<file path="src/rtl/bound_flasher_pkg.sv">
// ----------------------------------------------------------------------------
// bound_flasher_pkg
//
// Shared definitions for the parametrised bound flasher:
//   - phase_t : sequence phase (IDLE, P1..P6) with its 3-bit status encoding
//   - PH_*    : the same encoding as plain constants for the board top-level
//               and the debug LED mux, which see phase as a bare 3-bit bus
//   - phase_is_up()  : bar direction of a phase
//   - phase_next()   : phase that follows a completed phase
// ----------------------------------------------------------------------------
package bound_flasher_pkg;

    typedef enum logic [2:0] {
        IDLE = 3'd0,
        P1   = 3'd1,
        P2   = 3'd2,
        P3   = 3'd3,
        P4   = 3'd4,
        P5   = 3'd5,
        P6   = 3'd6
    } phase_t;

    localparam logic [2:0] PH_IDLE = 3'd0;
    localparam logic [2:0] PH_P1   = 3'd1;
    localparam logic [2:0] PH_P2   = 3'd2;
    localparam logic [2:0] PH_P3   = 3'd3;
    localparam logic [2:0] PH_P4   = 3'd4;
    localparam logic [2:0] PH_P5   = 3'd5;
    localparam logic [2:0] PH_P6   = 3'd6;

    // Odd phases fill the bar, even phases drain it.
    function automatic logic phase_is_up(phase_t p);
        return (p == P1) || (p == P3) || (p == P5);
    endfunction

    // Successor of a phase that has just reached its end level. P6 either
    // wraps to P1 (auto-repeat) or returns to IDLE.
    function automatic phase_t phase_next(phase_t p, logic rep);
        phase_t n;
        case (p)
            P1:      n = P2;
            P2:      n = P3;
            P3:      n = P4;
            P4:      n = P5;
            P5:      n = P6;
            P6:      n = rep ? P1 : IDLE;
            default: n = IDLE;
        endcase
        return n;
    endfunction

endpackage : bound_flasher_pkg

</file>
<file path="src/rtl/bf_step_prescaler.sv">
// ----------------------------------------------------------------------------
// bf_step_prescaler
//
// Divides the clock into bar-step strobes. The counter runs 0..STEP_DIV-1
// while enabled and is held at 0 while disabled, so the first strobe after
// enabling arrives exactly STEP_DIV clocks later.
//
// Ports:
//   clk     in   system clock, rising edge
//   rst     in   asynchronous active-low reset
//   en      in   count enable (sequence busy)
//   step_en out  one-clock strobe on the last count of each step period
// ----------------------------------------------------------------------------
module bf_step_prescaler #(
    parameter int STEP_DIV = 1
) (
    input  logic clk,
    input  logic rst,
    input  logic en,
    output logic step_en
);

    if (STEP_DIV < 1) begin : g_bad_div
        $error("bf_step_prescaler: STEP_DIV must be >= 1");
    end

    // A 1-bit counter is kept even for STEP_DIV=1; it simply stays at 0.
    localparam int            CW       = (STEP_DIV > 1) ? $clog2(STEP_DIV) : 1;
    localparam logic [CW-1:0] CNT_LAST = CW'(STEP_DIV - 1);

    logic [CW-1:0] count_q;

    assign step_en = en && (count_q == CNT_LAST);

    // NOTE: state registers are written only with non-blocking assignments so
    // every flop samples the pre-edge values of all the others.
    always_ff @(posedge clk or negedge rst) begin
        if (!rst) begin
            count_q <= '0;
        end else if (!en || (count_q == CNT_LAST)) begin
            count_q <= '0;
        end else begin
            count_q <= count_q + CW'(1);
        end
    end

endmodule : bf_step_prescaler

</file>
<file path="src/rtl/bound_flasher_param.sv">
// ----------------------------------------------------------------------------
// bound_flasher_param
//
// Drives an N_LED thermometer bar through a six-phase fill/drain sequence:
//   P1 up to B1+1, P2 down to 0, P3 up to B2+1, P4 down to B1,
//   P5 up to N_LED, P6 down to 0, then IDLE (or P1 again with auto_rep).
// A flick on a step edge while P3 sits at B1+1, or P5 sits at B1+1 or B2+1,
// kicks the bar back one level into the preceding down phase.
//
// Ports:
//   clk       in   system clock, rising edge
//   rst       in   asynchronous active-low reset
//   flick     in   start request in IDLE, kickback request on kick levels
//   auto_rep  in   1 = restart P1 after P6 instead of going IDLE
//   led       out  bar, led[i] = (i < level)
//   busy      out  high whenever phase != IDLE
//   phase     out  phase encoding (IDLE=0, P1..P6=1..6)
// ----------------------------------------------------------------------------
module bound_flasher_param
    import bound_flasher_pkg::*;
#(
    parameter int N_LED    = 16,
    parameter int B1       = 5,
    parameter int B2       = 10,
    parameter int STEP_DIV = 1
) (
    input  logic             clk,
    input  logic             rst,
    input  logic             flick,
    input  logic             auto_rep,
    output logic [N_LED-1:0] led,
    output logic             busy,
    output logic [2:0]       phase
);

    if (!((B1 > 0) && (B1 < B2) && (B2 < N_LED - 1))) begin : g_bad_bounds
        $error("bound_flasher_param: require 0 < B1 < B2 < N_LED-1");
    end

    localparam int LW = $clog2(N_LED + 1);

    // End levels of each phase; the kick points coincide with the P1 and P3
    // end levels.
    localparam logic [LW-1:0] P1_END  = LW'(B1 + 1);
    localparam logic [LW-1:0] P3_END  = LW'(B2 + 1);
    localparam logic [LW-1:0] P4_END  = LW'(B1);
    localparam logic [LW-1:0] P5_END  = LW'(N_LED);
    localparam logic [LW-1:0] KICK_LO = P1_END;
    localparam logic [LW-1:0] KICK_HI = P3_END;

    phase_t        phase_q, phase_d;
    logic [LW-1:0] level_q, level_d;
    logic          step_en;
    logic          kick;
    phase_t        tgt;
    logic [LW-1:0] end_lvl;

    bf_step_prescaler #(
        .STEP_DIV (STEP_DIV)
    ) u_prescaler (
        .clk     (clk),
        .rst     (rst),
        .en      (phase_q != IDLE),
        .step_en (step_en)
    );

    // Step-edge next state. Only consulted while busy and step_en is high;
    // the IDLE values it produces are never loaded.
    // NOTE: every variable assigned here gets a default at the top of the
    // block, so no path can leave one unassigned and infer a latch.
    always_comb begin
        kick    = 1'b0;
        tgt     = phase_q;
        level_d = level_q;
        end_lvl = '0;
        phase_d = phase_q;

        if (flick) begin
            if ((phase_q == P3) && (level_q == KICK_LO)) begin
                kick = 1'b1;
            end
            if ((phase_q == P5) && ((level_q == KICK_LO) || (level_q == KICK_HI))) begin
                kick = 1'b1;
            end
        end

        // A kick moves into the preceding down phase and takes its first
        // step there, replacing the normal increment.
        if (kick) begin
            tgt = (phase_q == P3) ? P2 : P4;
        end

        if (kick || !phase_is_up(tgt)) begin
            level_d = level_q - LW'(1);
        end else begin
            level_d = level_q + LW'(1);
        end

        case (tgt)
            P1:      end_lvl = P1_END;
            P3:      end_lvl = P3_END;
            P4:      end_lvl = P4_END;
            P5:      end_lvl = P5_END;
            default: end_lvl = '0;
        endcase

        // The phase advances on the same edge the level lands on its end
        // value, including a kick from P5 at B1+1 that lands straight on the
        // P4 end level.
        if (level_d == end_lvl) begin
            phase_d = phase_next(tgt, auto_rep);
        end else begin
            phase_d = tgt;
        end
    end

    always_ff @(posedge clk or negedge rst) begin
        if (!rst) begin
            phase_q <= IDLE;
            level_q <= '0;
        end else if (phase_q == IDLE) begin
            // Start does not wait for a step; the level stays at 0 and the
            // first increment follows one full step period later.
            if (flick) begin
                phase_q <= P1;
            end
        end else if (step_en) begin
            phase_q <= phase_d;
            level_q <= level_d;
        end
    end

    for (genvar i = 0; i < N_LED; i++) begin : g_led
        assign led[i] = (level_q > LW'(i));
    end

    assign busy  = (phase_q != IDLE);
    assign phase = phase_q;

endmodule : bound_flasher_param

</file>
<file path="config.mk">
export PLATFORM = sky130hd
export DESIGN_NAME = bound_flasher_param
export DESIGN_NICKNAME = d
export VERILOG_FILES = /design/src/rtl/bound_flasher_pkg.sv /design/src/rtl/bf_step_prescaler.sv /design/src/rtl/bound_flasher_param.sv
export SDC_FILE = /design/constraint.sdc
export NUM_CORES = 1
export LEC_CHECK = 0
export CAP_MARGIN = 30
export CORE_ASPECT_RATIO = 0.8
export CORE_MARGIN = 2
export CORE_UTILIZATION = 40
export CTS_BUF_LIST = sky130_fd_sc_hd__clkbuf_16
export DETAILED_ROUTE_END_ITERATION = 6
export MAX_ROUTING_LAYER = met4
export PLACE_DENSITY = 0.66
export SYNTH_ARGS = -nofsm -noshare
export SYNTH_HDL_FRONTEND = slang
export SYNTH_SLANG_ARGS = --single-unit
</file>
<file path="constraint.sdc">
create_clock -name clk -period 5.4 [get_ports clk]
set_input_delay 1.62 -clock clk [delete_from_list [all_inputs] [get_ports clk]]
set_output_delay 1.62 -clock clk [all_outputs]
set_load 0.02 [all_outputs]
</file>
== After elaboration in Yosys (flattened, before gate mapping) ==
Index checks and enable logic that the tools add are counted.
Storage, ports and cells
  register bits: 9
  input port bits: 4
  logic and storage cells: 65
Cells by class
  $add $sub $neg: 3
  order comparisons: 16
  equal/unequal tests: 12
  multiplexer cells: 14
  bitwise gates (word level): 2
  reduce and logical (&&, ||, !) cells: 15
Operator list (count)
  5-bit by 4-bit > comparator with 1-bit output (second input constant): 8
  5-bit by 3-bit > comparator with 1-bit output (second input constant): 4
  5-bit one-hot mux with 4 select lines: 1
  3-bit 2-to-1 mux: 6
  3-bit one-hot mux with 6 select lines: 1
  3-bit == test (second input constant): 4
  5-bit by 1-bit > comparator with 1-bit output (second input constant): 2
  5-bit by 2-bit > comparator with 1-bit output (second input constant): 2
  3-bit by 2-bit == test with 1-bit output (second input constant): 3
  5-bit by 1-bit adder with 5-bit output (second input constant): 1
  5-bit by 3-bit == test with 1-bit output (second input constant): 1
  5-bit by 4-bit == test with 1-bit output (second input constant): 1
  5-bit == test: 1
  1-bit logical OR: 5
  1-bit 2-to-1 mux: 5
  5-bit 2-to-1 mux: 1
  5-bit by 1-bit subtractor with 5-bit output (second input constant): 1
  2-bit AND reduction: 2
  3-bit by 1-bit == test with 1-bit output (second input constant): 1
  1-bit logical AND: 3
  3-bit zero test: 1
  3-bit nonzero test: 1
  1-bit zero test: 2
  2-bit inequality test (second input constant): 1
  3 further kinds: 4

== Depth between registers and ports, before layout ==
  depth in word-level cells: 16
  mapped depth: 9

== Cells and area by module ==
A second synthesis with hierarchy kept.
Unflattened totals
  cells, all modules: 145
  area, all modules: 1139.8 µm²
Modules (own cells, without submodules)
  bound_flasher_param: instances 1, cells an instance 142, area each 1097.3 µm², seq. area each 200.2 µm²
  bf_step_prescaler: instances 1, cells an instance 3, area each 42.5 µm², seq. area each 25.0 µm²

== Worst setup path after synthesis ==
No wires, ideal clock.
  path type: register to output
  from: register level_q[3]
  to: output led[15]
  arrival time: 1.767 ns
  required time: 3.780 ns
  slack: 2.013 ns
  cell stages (with the launch flop): 5
  buffers on the path: 1
  cell sequence: dfrtp_1 -> clkbuf_1 -> inv_1 -> o21ai_0 -> nor2b_1
Between the ends
  word-level cells in the longest chain between the ends: 1
Ends and longest elaborated chain
  from (decl): line bound_flasher_param.sv:52  | logic [LW-1:0] level_q, level_d;
  from (signal assigned): line bound_flasher_param.sv:129  | level_q <= level_d;
  5-bit by 4-bit > comparator with 1-bit output: line bound_flasher_param.sv:134  | assign led[i] = (level_q > LW'(i));
  to (decl): line bound_flasher_param.sv:31  | output logic [N_LED-1:0] led,
Every way passes these cells.

== Worst setup path after layout ==
  from: input flick
  to: register phase_q[2] (netlist: phase[2])
Between the ends
  word-level cells in the longest chain between the ends: 12
  elaborated cells between the ends (all ways): 21
Ends and longest elaborated chain
  from (decl): line bound_flasher_param.sv:29  | input logic flick,
  1-bit 2-to-1 mux: line bound_flasher_param.sv:78  | if (flick) begin
  3-bit 2-to-1 mux: line bound_flasher_param.sv:89  | if (kick) begin
  3-bit by 1-bit == test with 1-bit output / 3-bit by 2-bit == test with 1-bit output (equally long branches): line bound_flasher_pkg.sv:33, bound_flasher_pkg.sv:40, bound_flasher_param.sv:99
  1-bit logical OR (2 in series): line bound_flasher_pkg.sv:33  | return (p == P1) || (p == P3) || (p == P5);
  1-bit zero test: line bound_flasher_param.sv:93  | if (kick || !phase_is_up(tgt)) begin
  1-bit logical OR: line bound_flasher_param.sv:93
  5-bit 2-to-1 mux: line bound_flasher_param.sv:93
  5-bit == test: line bound_flasher_param.sv:110  | if (level_d == end_lvl) begin
  3-bit 2-to-1 mux: line bound_flasher_param.sv:110
  3-bit 2-to-1 mux: line bound_flasher_param.sv:127  | end else if (step_en) begin
  3-bit 2-to-1 mux: line bound_flasher_param.sv:121  | end else if (phase_q == IDLE) begin
  to (signal assigned): line bound_flasher_param.sv:128  | phase_q <= phase_d;
  to (decl): line bound_flasher_param.sv:51  | phase_t phase_q, phase_d;
Parallel ways exist; a longest one is shown, timed or not. The select of a mux whose other input is x is not followed.
A chain may end at the register's enable or synchronous reset.

==> flow_summary.ini <==
[floorplan]
die_x_um = 62.6
die_h_um = 50.8
die_area_mm2 = 0.00318
core_mm2 = 0.00252
row_count = 16
initial_core_util_pct = 43.5
io_pins = 24

[global_route]
grt-ovfl-total = 0
grt_first_pass_wirelength_um = 4440
antenna_found_initial = 0
grt_pass1_vias = 962
grt_start_max_net_pins = 17
grt.total_usage_pct = 18.1

[yosys]
yosys.area_share.adder_pct = 6.84
synthCells = 132
syn_area_mm2 = 0.00110
synth_edf_count = 0
synth-xor-area-share_pct = 9.24
synthArstFlopShare_pct = 100
synth.ff_latch_count = 9
ys.flop_type = dfrtp_1
synth_top_family_by_area = simple AND/OR/NAND/NOR gates
ys_types = 48
avgSynthCellArea_um2 = 8.31
synth_simple_gate_area_share_pct = 25.7
yosysSeqAreaShare_pct = 20.5
yosys_warnings = 0
synthesis.nets = 142
synth.area.mux_share_pct = 5.59
synth_compound_area_share_pct = 23.8

[place]
postPlaceCellArea_mm2 = 0.00131
dp_hpwl_um = 1990
gp_congestion = 0.840
port_buffers = 23

[route]
drc = 0
routed_via_density = 5.55
drtAntennaViolNets = 0
dr_wl_met3_um = 118
wl_met2_um = 1170
vias = 1037
wl_met1_um = 1400
drt_iter0_markers = 43
drt_wl_total_um = 2700
drt_first_pass_iters = 4
top_layer = met4
routedWlPerCell_um = 14.4

[timing]
fin_crit_sh_pct = 72.7
skew_ns = 0.00545
slew_headroom_pct = 66.2
setup-violations-final = 0
slew_violations = 0
rsz0062_at_grt = no
fmax_mhz = 255
tightest_slew_ns = 0.507
hold_viol = 0
setup_tns_ns = 0
min_period_ns = 3.93

[layout]
fin_nets = 162
antennaDiodeCount = 0
final.fill_count = 238
syn_to_final_growth_pct = 26.7
drive_above_1_share_pct = 7.28
final_area_mm2 = 0.00139

[clock_network]
post_cts_buffers = 0
cts_tree = yes
cts_resized = 0
cts-buffers-inserted = 3
h-tree-depth = 1
ctsHoldBuffers = 0
cts_sinks = 9
clk_pin_slew_worst_paths_ns = 0.04
cts_buffer_depth = 2
clk_latency_ns = 0.23
cts_root_buf = clkbuf_16

[pwr]
ir_worst_vdd_uv = 385
p_int_w = 0.000542
p_per_area_mw_per_mm2 = 775
power_leakage_nw = 0.604
clkPwrFrac_pct = 11.9
switching_share_pct = 49.7
seq_power_share_pct = 17.8
p_switching_w = 0.000535
power_frac_comb_pct = 70.3

[worst_setup_path]
crit_type = in2reg
start_kind = input port
end_kind = flop
worstPathMaxFanout = 7
critPathRequiredTime_ns = 5.51
rr_worst_depth = 8
worstPathArrival_ns = 4.04

[hold_path]
hp-class = reg2reg
hold_depth = 2

[run_status]
status = completed

[job]
cap_violations = 0
-- critical path, cell delays in order --
cell	delay (ns)
clkdlybuf4s50_1	0.56
nand2_1	0.19
o41ai_4	0.08
a311oi_4	0.51
mux2i_1	0.38
xor2_2	0.24
nand4_1	0.13
mux2_1	0.33
-- power by group through the flow --
stage	Combinational (W)	Clock [W]	Sequential [W]
3_3_place_gp	0.000738	0	0.000189
5_1_grt	0.000811	0.000134	0.000202
6_report	0.000757	0.000128	0.000192
2_1_floorplan	0.000578	0	0.000132
3_5_place_dp	0.000746	0	0.000192
4_1_cts	0.000753	0.000129	0.000191
-- kinds of logic after synthesis --
group           count (synthesis)
xor+xnor                        9
compound gates                 34
other cells                     1
flops                           9
simple gates                   52
fa+ha+maj                       6
buf+inv                        15
mux                             6
-- per-stage QoR --
| step | util [%] | setup slack, ns | hold WS, ns | total power [W] | cells |
|---|---|---|---|---|---|
| after floorplan | - | 2.01 | 0.614 | 0.000710 | 132 |
| after global placement | 52.0 | 1.37 | 0.738 | 0.000927 | 183 |
| after detailed placement | 52.0 | 1.25 | 0.725 | 0.000938 | 183 |
| after CTS | 55.1 | 1.49 | 0.743 | 0.00107 | 187 |
| after global routing | 55.1 | 1.34 | 0.788 | 0.00115 | 187 |
| final | 55.1 | 1.47 | 0.736 | 0.00108 | 187 |
-- synth_stat cells, types with 2 or more instances --
master	instances	area share (%)
a21oi_1	2	0.91
a22oi_1	2	1.4
a31oi_1	2	1.1
a41o_1	2	1.8
buf_2	2	0.91
buf_4	3	2.1
dfrtp_1	9	21
ha_1	6	6.8
inv_1	6	2.1
mux2i_1	5	4.6
nand2_1	16	5.5
nand2b_1	2	1.1
nand3_1	2	0.91
nand3b_1	4	2.7
nand4_1	2	1.1
nor2_1	9	3.1
nor2b_1	3	1.7
nor3_1	4	1.8
nor3b_1	2	1.4
nor4bb_1	2	1.8
o211ai_1	3	2.1
o21ai_0	11	5.0
o21ai_1	3	1.4
xnor2_1	5	4.0
xnor2_2	2	3.0
-- registers in the layout, indices dropped and copies added (netlist names) --
name                 flops
u_prescaler.count_q      1
phase                    3
level_q                  5
-- layout make-up --
class | instances | area (µm²) | area share (%)
inverters | 7 | 26.3 | 1.89
clock buffers | 3 | 75.1 | 5.40
clock inverters | 1 | 3.75 | 0.270
multi-input cells | 108 | 785 | 56.4
well taps | 36 | 45.0 | 3.24
repair buffers | 23 | 230 | 16.6
flip-flops and latches | 9 | 225 | 16.2
-- layer usage --
| metal | up-vias | GRT usage (%) |
|---|---|---|
| li1 | 515 | - |
| met1 | 494 | 26.1 |
| met2 | 26 | 26.2 |
| met3 | 2 | 3.08 |
| met4 | 0 | 5.19 |
| met5 | - | - |
-- placed cells by master, fill, tap and decap left out, types with 2 or more instances in the layout --
cell,instances
clkdlybuf4s50_1,23
nand2_1,16
o21ai_0,11
nor2_1,9
dfrtp_1,9
inv_1,7
ha_1,6
mux2i_1,5
xnor2_1,5
nor3_1,4
nand3b_1,4
nor2b_1,3
o21ai_1,3
o211ai_1,3
clkbuf_16,3
nand3_1,2
nand2b_1,2
nor4bb_1,2
a21oi_1,2
nor3b_1,2
xnor2_2,2
a31oi_1,2
nand4_1,2
a22oi_1,2
a41o_1,2
-- worst paths after layout --
path                                               start                endpoint  slack (ns)
setup / recovery                                   flick    phase[2]$_DFFE_PN0P_        1.47
hold / removal             u_prescaler.count_q$_DFF_PN0_    phase[0]$_DFFE_PN0P_        0.74
setup reg to reg                  level_q[0]$_DFFE_PN0P_    phase[2]$_DFFE_PN0P_        2.39
hold reg to reg            u_prescaler.count_q$_DFF_PN0_    phase[0]$_DFFE_PN0P_        0.74
max in group asynchronous                            rst  level_q[0]$_DFFE_PN0P_        3.44
min in group asynchronous                            rst    phase[1]$_DFFE_PN0P_        1.68
Power figures use the tool's default switching activity.
